**config.mk**
```make
export PLATFORM = sky130hd
export DESIGN_NAME = mem_arb
export DESIGN_NICKNAME = d
export VERILOG_FILES = /design/src/rtl/mem_arb.sv
export SDC_FILE = /design/constraint.sdc
export NUM_CORES = 1
export LEC_CHECK = 0
export CAP_MARGIN = 5
export CORE_ASPECT_RATIO = 2
export CORE_UTILIZATION = 39
export DETAILED_ROUTE_END_ITERATION = 7
export GPL_TIMING_DRIVEN = 0
export PLACE_DENSITY = 0.88
export SLEW_MARGIN = 15
export SYNTH_ARGS = -nofsm -noshare
export SYNTH_HDL_FRONTEND = slang
export SYNTH_SLANG_ARGS = --single-unit
```
**constraint.sdc**
```tcl
create_clock -name clk -period 1.4 [get_ports clk]
set_input_delay 0.28 -clock clk [delete_from_list [all_inputs] [get_ports clk]]
set_output_delay 0.28 -clock clk [all_outputs]
set_load 0.01 [all_outputs]
```
**src/rtl/mem_arb.sv**
```systemverilog
// Arbitrates n_m requesters onto one byte-enable single-port memory; one access per 3 cycles.
// Define MEM_ARB_FIXED_PRIO_EN for fixed priority (lowest index wins); default is round-robin.
module mem_arb #(
    parameter int n_m   = 2,
    parameter int depth = 8,
    parameter int a_w   = $clog2(depth),
    parameter int d_w   = 32,
    parameter int b_c   = 4
) (
    input  logic               clk,
    input  logic               resetn,
    input  logic [n_m-1:0]     req,
    input  logic [n_m*a_w-1:0] addr,
    input  logic [n_m*b_c-1:0] we,
    input  logic [n_m*d_w-1:0] wd,
    output logic [n_m-1:0]     ack,
    output logic [d_w-1:0]     rd,
    output logic               busy,
    output logic [a_w-1:0]     m_addr,
    output logic [b_c-1:0]     m_we,
    output logic [d_w-1:0]     m_wd,
    input  logic [d_w-1:0]     m_rd
);

    localparam int g_w = (n_m > 1) ? $clog2(n_m) : 1;

    typedef enum logic [1:0] {IDLE, ACCESS, RESP} state_t;

    state_t         state_q, state_d;
    logic [g_w-1:0] g_q, g_d;
    logic [g_w-1:0] win;
    logic           win_vld;
    logic [a_w-1:0] m_addr_q, m_addr_d;
    logic [b_c-1:0] m_we_q, m_we_d;
    logic [d_w-1:0] m_wd_q, m_wd_d;
    logic [d_w-1:0] rd_q, rd_d;
`ifndef MEM_ARB_FIXED_PRIO_EN
    logic [g_w-1:0] rr_q, rr_d;
`endif

    // Winner selection over the live request vector
    always_comb begin
        logic [g_w-1:0] cand;
        int             idx;
        win     = '0;
        win_vld = 1'b0;
        cand    = '0;
        idx     = 0;
`ifdef MEM_ARB_FIXED_PRIO_EN
        for (int i = n_m - 1; i >= 0; i--) begin
            cand = g_w'(i);
            if (req[cand]) begin
                win     = cand;
                win_vld = 1'b1;
            end
        end
`else
        for (int k = 0; k < n_m; k++) begin
            idx = int'(rr_q) + k;
            if (idx >= n_m) idx = idx - n_m;
            cand = g_w'(idx);
            if (!win_vld && req[cand]) begin
                win     = cand;
                win_vld = 1'b1;
            end
        end
`endif
    end

    always_ff @(posedge clk or negedge resetn) begin
        if (!resetn) begin
            state_q  <= IDLE;
            g_q      <= '0;
            m_addr_q <= '0;
            m_we_q   <= '0;
            m_wd_q   <= '0;
            rd_q     <= '0;
`ifndef MEM_ARB_FIXED_PRIO_EN
            rr_q     <= '0;
`endif
        end else begin
            state_q  <= state_d;
            g_q      <= g_d;
            m_addr_q <= m_addr_d;
            m_we_q   <= m_we_d;
            m_wd_q   <= m_wd_d;
            rd_q     <= rd_d;
`ifndef MEM_ARB_FIXED_PRIO_EN
            rr_q     <= rr_d;
`endif
        end
    end

    always_comb begin
        state_d = state_q;
        case (state_q)
            IDLE:    if (win_vld) state_d = ACCESS;
            ACCESS:  state_d = RESP;
            RESP:    state_d = IDLE;
            default: state_d = IDLE;
        endcase
    end

    // m_we defaults to zero so the write strobe lives only for the ACCESS cycle
    always_comb begin
        g_d      = g_q;
        m_addr_d = m_addr_q;
        m_we_d   = '0;
        m_wd_d   = m_wd_q;
        rd_d     = rd_q;
`ifndef MEM_ARB_FIXED_PRIO_EN
        rr_d     = rr_q;
`endif
        case (state_q)
            IDLE: begin
                if (win_vld) begin
                    g_d      = win;
                    m_addr_d = addr[win*a_w +: a_w];
                    m_we_d   = we[win*b_c +: b_c];
                    m_wd_d   = wd[win*d_w +: d_w];
                end
            end
            ACCESS: rd_d = m_rd;
            RESP: begin
`ifndef MEM_ARB_FIXED_PRIO_EN
                rr_d = (g_q == g_w'(n_m - 1)) ? '0 : g_q + g_w'(1);
`endif
            end
            default: ;
        endcase
    end

    always_comb begin
        ack = '0;
        if (state_q == RESP) ack[g_q] = 1'b1;
        busy = (state_q != IDLE);
    end

    assign rd     = rd_q;
    assign m_addr = m_addr_q;
    assign m_we   = m_we_q;
    assign m_wd   = m_wd_q;

endmodule

```
; ---- Word level (Yosys, flattened, before mapping)
; Index checks and enable logic that the tools add are counted.
[classes]
magnitude_cmp = 6
shift = 3
multipliers = 1
n_reduce_logical = 6
addsub = 4
n_eq_ne = 3
n_mux = 18
[ops]
columns = op, n
row1 = indexed part select 64 x 7 -> 32 bit, 1
row2 = two-way mux 1 bit, 12
row3 = two-way mux 4 bit, 2
row4 = indexed part select 8 x 4 -> 4 bit, 1
row5 = "< comparator 1 x 2 -> 1 bit, second input constant", 3
row6 = indexed part select 6 x 4 -> 3 bit, 1
row7 = two-way mux 2 bit, 2
row8 = one-hot mux 2 bit (2 select lines), 1
row9 = "multiplier 1 x 2 -> 3 bit, second input constant", 1
row10 = "adder 1 x 1 -> 2 bit, second input constant", 1
row11 = "equality test 2 x 1 -> 1 bit, second input constant", 1
row12 = "equality test 2 bit, second input constant", 1
row13 = "greater-or-equal comparator 1 x 2 -> 1 bit, second input constant", 1
row14 = "greater-or-equal comparator 2 bit, second input constant", 1
row15 = logical AND 1 bit, 2
row16 = zero test 2 bit, 1
row17 = "inequality test 2 bit, second input constant", 1
row18 = AND reduction 2 bit, 1
row19 = nonzero test 2 bit, 1
row20 = "subtractor 1 bit, second input constant", 2
row21 = "adder 1 bit, second input constant", 1
row22 = demux 1 bit (select 1 bit), 1
row23 = "greater-or-equal comparator 1 bit, second input constant", 1
row24 = zero test 1 bit, 1
[word_totals]
reg_bits = 75
wordCells = 48
inputBits = 114

; ---- Longest topological paths before layout
; Gate-level depths: netlist of run 1.
[logic_depth]
depth_word = 11
mapped_depth = 7

; ---- Worst setup path after synthesis of run 1
; OpenSTA, ideal clock, no wires.
[synth_path]
kind = register to output
start = register state_q[0]
end = output busy
path_slack_ps = 109
arrival_ps = 1011
n_path_buf = 2
path_stages_with_launch = 5
cell_sequence = dfrtp_1 nor2_4 buf_4 buf_2 inv_1
[synth_via]
elab_chain_cells = 1
[synth_rtl]
columns = element, line_no
row1 = start: declaration, 29  ; state_t state_q, state_d;
row2 = start signal: assignment, 82  ; state_q <= state_d;
row3 = nonzero test 2 bit, 136  ; busy = (state_q != IDLE);
row4 = end: declaration, 18  ; output logic busy,
; Every way passes these cells.

; ---- Worst setup path after layout of run 1
; Ends and elaborated chain as after synthesis.

==> results of run 1 <==
==> worst min path at each step <==
stage                        from  slack [ps]                  to  cells after the start
6_report                   resetn         450  rd[27]$_DFFE_PN0N_                      2
5_1_grt                    resetn         490   rd[1]$_DFFE_PN0N_                      2
4_1_cts                    resetn         450   rd[1]$_DFFE_PN0N_                      2
3_5_place_dp               resetn         260   rd[1]$_DFFE_PN0N_                      1
3_3_place_gp   rd[14]$_DFFE_PN0N_         490  rd[14]$_DFFE_PN0N_                      1
2_1_floorplan              resetn         -20     g_q$_DFFE_PN0P_                      0
==> final cells by class <==
class                   count  area [sq um]  share of cell area, %
flip-flops and latches     75          1878                  32.06
well taps                  98         122.6                  2.093
plain buffers              31         261.5                  4.464
clock inverters             1         30.03                 0.5126
repair buffers            199          1937                  33.06
multi-input cells         195          1325                  22.62
clock buffers              15         277.8                  4.742
inverters                   5         26.28                 0.4485
==> stage by stage <==
stage / setup TNS [ps] / setup slack, ps / instance area (sq um)
3_3_place_gp: -195230 / -2440 / 5336
5_1_grt: -3386 / -156.0 / 5858
4_1_cts: -216.3 / -103.5 / 5673
6_report: -1694 / -103.5 / 5858
2_1_floorplan: 0 / 108.8 / 3352
3_5_place_dp: -15210 / -524.7 / 5354
==> per-layer routing <==
layer	vias up	track usage, %
met5	-	0
met4	0	15.60
met3	36	6.592
met2	173	46.20
met1	1614	24.38
li1	1549	-
==> power by group through the flow <==
stage	Combinational [W]	Sequential (W)	Clock, W
finish	0.00613	0.00386	0.00234
global route	0.00660	0.00399	0.00247
CTS	0.00562	0.00382	0.00238
detailed placement	0.00602	0.00388	0
global placement	0.00583	0.00382	0
floorplan	0.00240	0.00432	0
==> what timing repair did <==
item	4_1_cts	5_1_grt
pin swaps	1	1
buffers inserted	5	4
endpoints found under the hold margin	33	0
cloned	0	3
resized for setup	106	30
hold buffers	1	0
endpoints found under the setup margin	113	54
==> cells in the mapped netlist (all sizes together) <==
master	number	area (sq um)
dfrtp	75	1877
a21oi	40	200.2
nand3	39	195.2
o21ai	39	195.2
a31oi	35	237.7
mux2	32	360.4
buf	17	121.4
clkbuf	15	58.81
inv	5	21.27
nand2b	2	12.51
nor2	2	15.01
a32o	1	10.01
and2b	1	7.510
and3	1	6.260
nand2	1	20.02
nor3b	1	7.510
or2	1	6.260
==> sequential cells by signal (all words and copies together), names as in the netlist <==
signal,cells
g_q,1
m_addr,3
m_wd,32
m_we,4
rd,32
rr_q,1
state_q,2
==> cells by family (layout without fill, tap and decap cells) <==
group | count (synthesis) | count (layout) | synth area share, %
AO/OA/AOI/OAI | 115 | 115 | 19.19
buffers and inverters | 37 | 251 | 6.010
flip-flops | 75 | 75 | 55.99
AND/OR/NAND/NOR | 48 | 48 | 8.063
multiplexers | 32 | 32 | 10.75
==> reports/results.tsv, run 1 <==
stage	metric	value	unit
status	status	finished with violations	
status	violated checks	negative setup slack	
placement	HPWL Detailed	8490	microns
timing	RSZ-0062 raised after global routing	yes	
final_layout	most frequent cells in the layout	clkdlybuf4s50_1 (111), dfrtp_1 (74), dlygate4sd2_1 (71), nand3_1 (39), o21ai_0 (39)	
drt	Pre-Repair DR Iteration Count	4	
critical_path	Worst Setup End Kind	output port	
global_routing	vias in the first global route	3550	
timing	hold slack	448.1	ps
drt	Residual DRC	0	
drt	WL per Instance	18.07	microns
critical_path	worst r2r src	state_q[1]$_DFFE_PN0P_	
pwr	NetSw	0.004247	W
critical_path	Worst Path Max Fanout	4	
global_routing	GRT Overall Usage	25.69	%
pwr	Logic pwr share	49.7	%
critical_path	CP Class	reg -> out	
floorplanning	Die Ht	133.1	microns
final_layout	fin nets	630	
critical_path	number of cells on the critical path	5	
logic_synthesis	YS warnings	0	
pwr	Seq pwr share	31.3	%
placement	dpl cells	592	
critical_path	Worst Setup Start Kind	register	
logic_synthesis	Syn Nets	421	
pwr	Net Sw Frac	34.42	%
critical_path	crit-path cells	nor2_4 > buf_6 > buf_8 > inv_2 > buf_6	
timing	Final Max Slew Viols	0	
cts	Skew-Pair Late Insertion Delay	320	ps
drt	DRT antenna net count	0	
pwr	P per Cell Area	2106	mW/mm^2
timing	Worst Slack Setup Final	-103.5	ps
logic_synthesis	Yosys cell types	25	
final_layout	fill count	637	
pwr	LEAKAGE	2.479	nW
timing	Layout Skew	5.232	ps
drt	vias per inst	5.447	
cts	Clock Sink Count	75	
pwr	worst vdd ir	0.001412	V
global_routing	largest net degree at the start of global routing	43	
worst_hold_path	Worst Hold Class	in -> async	
critical_path	Crit-path slowest cell	dfrtp_2	
timing	final period utilization	107.4	%
critical_path	WP data arrival	1220	ps
final_layout	synth-to-layout area growth	74.77	%
floorplanning	row count	47	
final_layout	Antenna diodes	0	
final_layout	share of cells above drive strength 1	20.15	%
pwr	total power	0.01234	W
job	max-cap viol count	0	
critical_path	slowest stage delay, CP	440	ps
drt	final wirelength	11190	microns
floorplanning	DIE AREA	0.008992	sq mm
critical_path	CP most frequent cell	buf_6	
logic_synthesis	FF+latch count, synth	75	
drt	via count	3372	
critical_path	Worst setup endpoint	busy	
timing	relative slew slack	62.63	%
cts	clk root buf	clkbuf_16	
final_layout	Non-Filler Instances	619	
critical_path	Crit path buffers/inverters	4	
drt	Top Layer Used	met4	
critical_path	FF-to-FF End	rd[14]$_DFFE_PN0N_	
logic_synthesis	sequential area share after synthesis	55.99	%
final_layout	final core utilization	70.65	%
floorplanning	core area	0.008292	sq mm
floorplanning	Die Wd	67.56	microns
critical_path	reg2reg path depth	5	
placement	gpl congestion	0.8100	
global_routing	global-route wire length before repair	17150	microns
timing	Peak Freq	665.1	MHz
global_routing	Remaining Overflow, GRT	0	
critical_path	CP startpoint	state_q[0]$_DFFE_PN0P_	
pwr	Int Power	0.008092	W
critical_path	reg-to-reg slack, setup	-70	ps
drt	M1 WL	3437	microns
drt	wire length on met3	734	microns
timing	Tightest Pin Transition	560.5	ps
pwr	clock share of power	19.0	%
critical_path	WP data required	1120	ps
cts	Reg clk slew, reported paths	50	ps
cts	H-tree levels	3	
drt	DR WL met2	6462	microns
floorplanning	Starting Density	40.43	%
cts	Longest Clk Path Bufs	2	
critical_path	CP top delay family	flip-flops	
global_routing	antenna violations before repair	0	
timing	Min Clock Period, post-route	1503	ps
placement	I/O Buffers	186	
floorplanning	num ports	188	
cts	CTS tree	yes	
logic_synthesis	Syn Inst Count	307	
drt	number of DRC markers in iteration 0	111	
logic_synthesis	Post-Syn Area	0.003352	sq mm
logic_synthesis	Mapped Avg Cell Area	10.92	sq um
timing	Final Setup Violations	34	
final_layout	most common cell after layout, fill and taps aside	clkdlybuf4s50_1	
timing	Hold Fails Final Rpt	0	
cts	Inserted Clock Buffers	9	
No activity file was read; power rests on OpenSTA's default activity.
==> inputs of run 2 (changes only) <==
--- a/config.mk
+++ b/config.mk
@@ -7,10 +7,10 @@
 export LEC_CHECK = 0
 export CAP_MARGIN = 5
 export CORE_ASPECT_RATIO = 2
-export CORE_UTILIZATION = 39
+export CORE_UTILIZATION = 35
 export DETAILED_ROUTE_END_ITERATION = 7
 export GPL_TIMING_DRIVEN = 0
-export PLACE_DENSITY = 0.88
+export PLACE_DENSITY = 0.81
 export SLEW_MARGIN = 15
 export SYNTH_ARGS = -nofsm -noshare
 export SYNTH_HDL_FRONTEND = slang
==> run 2 against run 1 <==
  * The flow finishes with violations (design-rule violations, negative setup slack)
  * Critical path depth shrank 1
  * Sequential power is essentially flat
  * Setup slack gained 33 ps
  * Clock power grew 18%
  * Clock skew grew 1.5 ps
  * Non-clock buffer count shrank 2
  * Combinational power is essentially flat
  * Register-to-register slack gained 20 ps
  * Final cell count grew 0.65%
  * Via count grew 0.18%
  * Critical path type unchanged
  * Largest power group unchanged
==> reports/results.tsv, run 2 (synthesis results as in run 1) <==
stage	metric	value	unit	change
floorplanning	num ports	188		unchanged
cts	Clock Sink Count	75		unchanged
global_routing	vias in the first global route	3513		-1.0%
drt	vias per inst	5.422		-0.47%
placement	I/O Buffers	186		unchanged
status	status	finished with violations		
global_routing	met3 Track Usage GR	5.036	%	-1.6 points
floorplanning	row count	50		+6.4%
timing	Layout Skew	6.761	ps	+1.529 ps
global_routing	GRT Overall Usage	22.63	%	-3.1 points
timing	RSZ-0062 raised after global routing	yes		
floorplanning	Die Ht	140.4	microns	+5.5%
timing	Final Max Slew Viols	0		unchanged
placement	gpl congestion	0.7890		-2.6%
global_routing	largest net degree at the start of global routing	43		unchanged
drt	Pre-Repair DR Iteration Count	8		+4
floorplanning	Die Wd	71.20	microns	+5.4%
timing	setup TNS	-1174	ps	+520.5 ps
timing	Peak Freq	680.2	MHz	+2.3%
cts	Longest Clk Path Bufs	2		unchanged
timing	Hold Fails Final Rpt	0		unchanged
pwr	LEAKAGE	2.490	nW	+0.46%
global_routing	global-route wire length before repair	17260	microns	+0.64%
global_routing	antenna violations before repair	0		unchanged
global_routing	Remaining Overflow, GRT	0		unchanged
critical_path	Worst Setup End Kind	output port		
timing	Final Setup Violations	34		unchanged
final_layout	fin nets	628		-0.32%
cts	Reg clk slew, reported paths	60	ps	about the same
timing	Tightest Pin Transition	560.1	ps	-0.4286 ps
floorplanning	core area	0.009321	sq mm	+12%
drt	WL per Instance	18.29	microns	+1.2%
cts	Skew-Pair Late Insertion Delay	330	ps	about the same
critical_path	Worst Path Max Fanout	3		-1
final_layout	final instance area	0.005898	sq mm	+0.68%
drt	Residual DRC	15		+15
global_routing	grt met2 use	42.56	%	-3.6 points
cts	H-tree levels	3		unchanged
timing	relative slew slack	62.66	%	about the same
final_layout	most common cell after layout, fill and taps aside	clkdlybuf4s50_1		
worst_hold_path	Worst Hold Class	in -> async		
global_routing	Top Usage Layer GRT	met2		
floorplanning	Starting Density	35.96	%	-4.5 points
drt	final wirelength	11400	microns	+1.9%
cts	CTS tree	yes		
timing	Min Clock Period, post-route	1470	ps	-33.39 ps
pwr	worst vdd ir	0.001209	V	-14%
floorplanning	DIE AREA	0.009996	sq mm	+11%
final_layout	Antenna diodes	0		unchanged
placement	HPWL Detailed	8294	microns	-2.3%
drt	number of DRC markers in iteration 0	241		+120%
drt	DRT antenna net count	0		unchanged
placement	Placement Cell Area	0.005361	sq mm	+0.14%
drt	via count	3378		+0.18%
timing	final period utilization	105.0	%	-2.4 points
status	violated checks	design-rule violations, negative setup slack		
final_layout	synth-to-layout area growth	75.96	%	
final_layout	share of cells above drive strength 1	21.19	%	+1.0 points
timing	Worst Slack Setup Final	-70.06	ps	+33.39 ps
final_layout	fill count	752		+18%
final_layout	most frequent cells in the layout	clkdlybuf4s50_1 (111), dfrtp_1 (75), dlygate4sd2_1 (71), nand3_1 (39), o21ai_0 (39)		
job	max-cap viol count	0		unchanged
critical_path	Worst Setup Start Kind	register		
cts	Inserted Clock Buffers	9		unchanged
global_routing	grt met1 use	21.70	%	-2.7 points
cts	clk root buf	clkbuf_16		
critical_path	CP Class	reg -> out		
critical_path	WP data arrival	1190	ps	-30 ps
critical_path	WP data required	1120	ps	about the same
pwr	P per Cell Area	2151	mW/mm^2	+2.1%
-- run 2: cell types whose count changed in the layout (fill, tap and decap cells not counted), sizes merged --
cell	previous run	this run
clkinv	0	1
bufinv	1	3
buf	31	29
clkbuf	31	28
-- run 2: critical path, stage by stage (launching register included) --
cell and delay (ps):
dfrtp_1 410, buf_6 140, inv_2 40, and3_4 170
buf_6 100
-- run 2: worst paths after layout --
| path | startpoint | slack (ps) | endpoint | cells past startpoint |
|---|---|---|---|---|
| max | state_q[0]$_DFFE_PN0P_ | -70 | ack[1] | 4 |
| min | resetn | 450 | rd[3]$_DFFE_PN0N_ | 2 |
| max reg2reg | state_q[1]$_DFFE_PN0P_ | -50 | rd[29]$_DFFE_PN0N_ | 5 |
| min reg2reg | rd[25]$_DFFE_PN0N_ | 500 | rd[25]$_DFFE_PN0N_ | 1 |
| max in group asynchronous | resetn | 380 | m_wd[23]$_DFFE_PN0P_ | 3 |
| min in group clk | rd[25]$_DFFE_PN0N_ | 500 | rd[25]$_DFFE_PN0N_ | 1 |
-- run 2: cell type report --
class	count	area (sq um)	share of cell area [%]
plain buffers	30	232.7	3.946
clock buffers	12	266.5	4.518
repair buffers	198	1933	32.77
inverters	5	21.27	0.3606
well taps	104	130.1	2.206
flip-flops and latches	75	1877	31.82
clock inverters	4	95.09	1.612
multi-input cells	195	1343	22.76
-- run 2: layer usage --
| metal | vias to the layer above | share of wire, % |
|---|---|---|
| met1 | 1648 | 33 |
| li1 | 1539 | - |
| met2 | 165 | 58 |
| met4 | 0 | 4.0 |
| met5 | - | 0 |
| met3 | 26 | 5.7 |
-- run 2: through the flow --
step                      hold WS (ps)  total power (W)  utilization [%]  setup slack [ps]  cells
final                            446.8          0.01269            63.28            -70.06    623
after CTS                        454.2          0.01234            61.62            -182.0    618
after detailed placement         261.8         0.009919            57.52            -488.5    598
after global placement           485.6         0.009706            57.33             -2466    597
after floorplan                 -15.59         0.006719                -             108.8    307
after global routing             470.2          0.01334            63.28            -114.9    623
-- run 2: repair_timing --
action                                 CTS  global route
gates cloned                             0             3
hold buffers                             1             0
setup endpoints to repair              121            59
endpoints found under the hold margin   33             0
resized for setup                      113            19
pin swaps                                2             1
setup buffers                            4             3
-- run 2: power breakdown --
| group | switching (W) | total, W | internal, W |
|---|---|---|---|
| registers | 0.000571 | 0.00384 | 0.00327 |
| logic | 0.00287 | 0.00610 | 0.00322 |
| clock network | 0.000869 | 0.00275 | 0.00188 |
| total | 0.00431 | 0.0127 | 0.00838 |
==> inputs of run 3 (changes only) <==
--- a/config.mk
+++ b/config.mk
@@ -7,10 +7,10 @@
 export LEC_CHECK = 0
 export CAP_MARGIN = 5
 export CORE_ASPECT_RATIO = 2
-export CORE_UTILIZATION = 35
+export CORE_UTILIZATION = 39
 export DETAILED_ROUTE_END_ITERATION = 7
 export GPL_TIMING_DRIVEN = 0
-export PLACE_DENSITY = 0.81
+export PLACE_DENSITY = 0.88
 export SLEW_MARGIN = 15
 export SYNTH_ARGS = -nofsm -noshare
 export SYNTH_HDL_FRONTEND = slang
==> results of run 3 <==
Same layout as run 1: the final DEF is identical, and so are final timing and power.
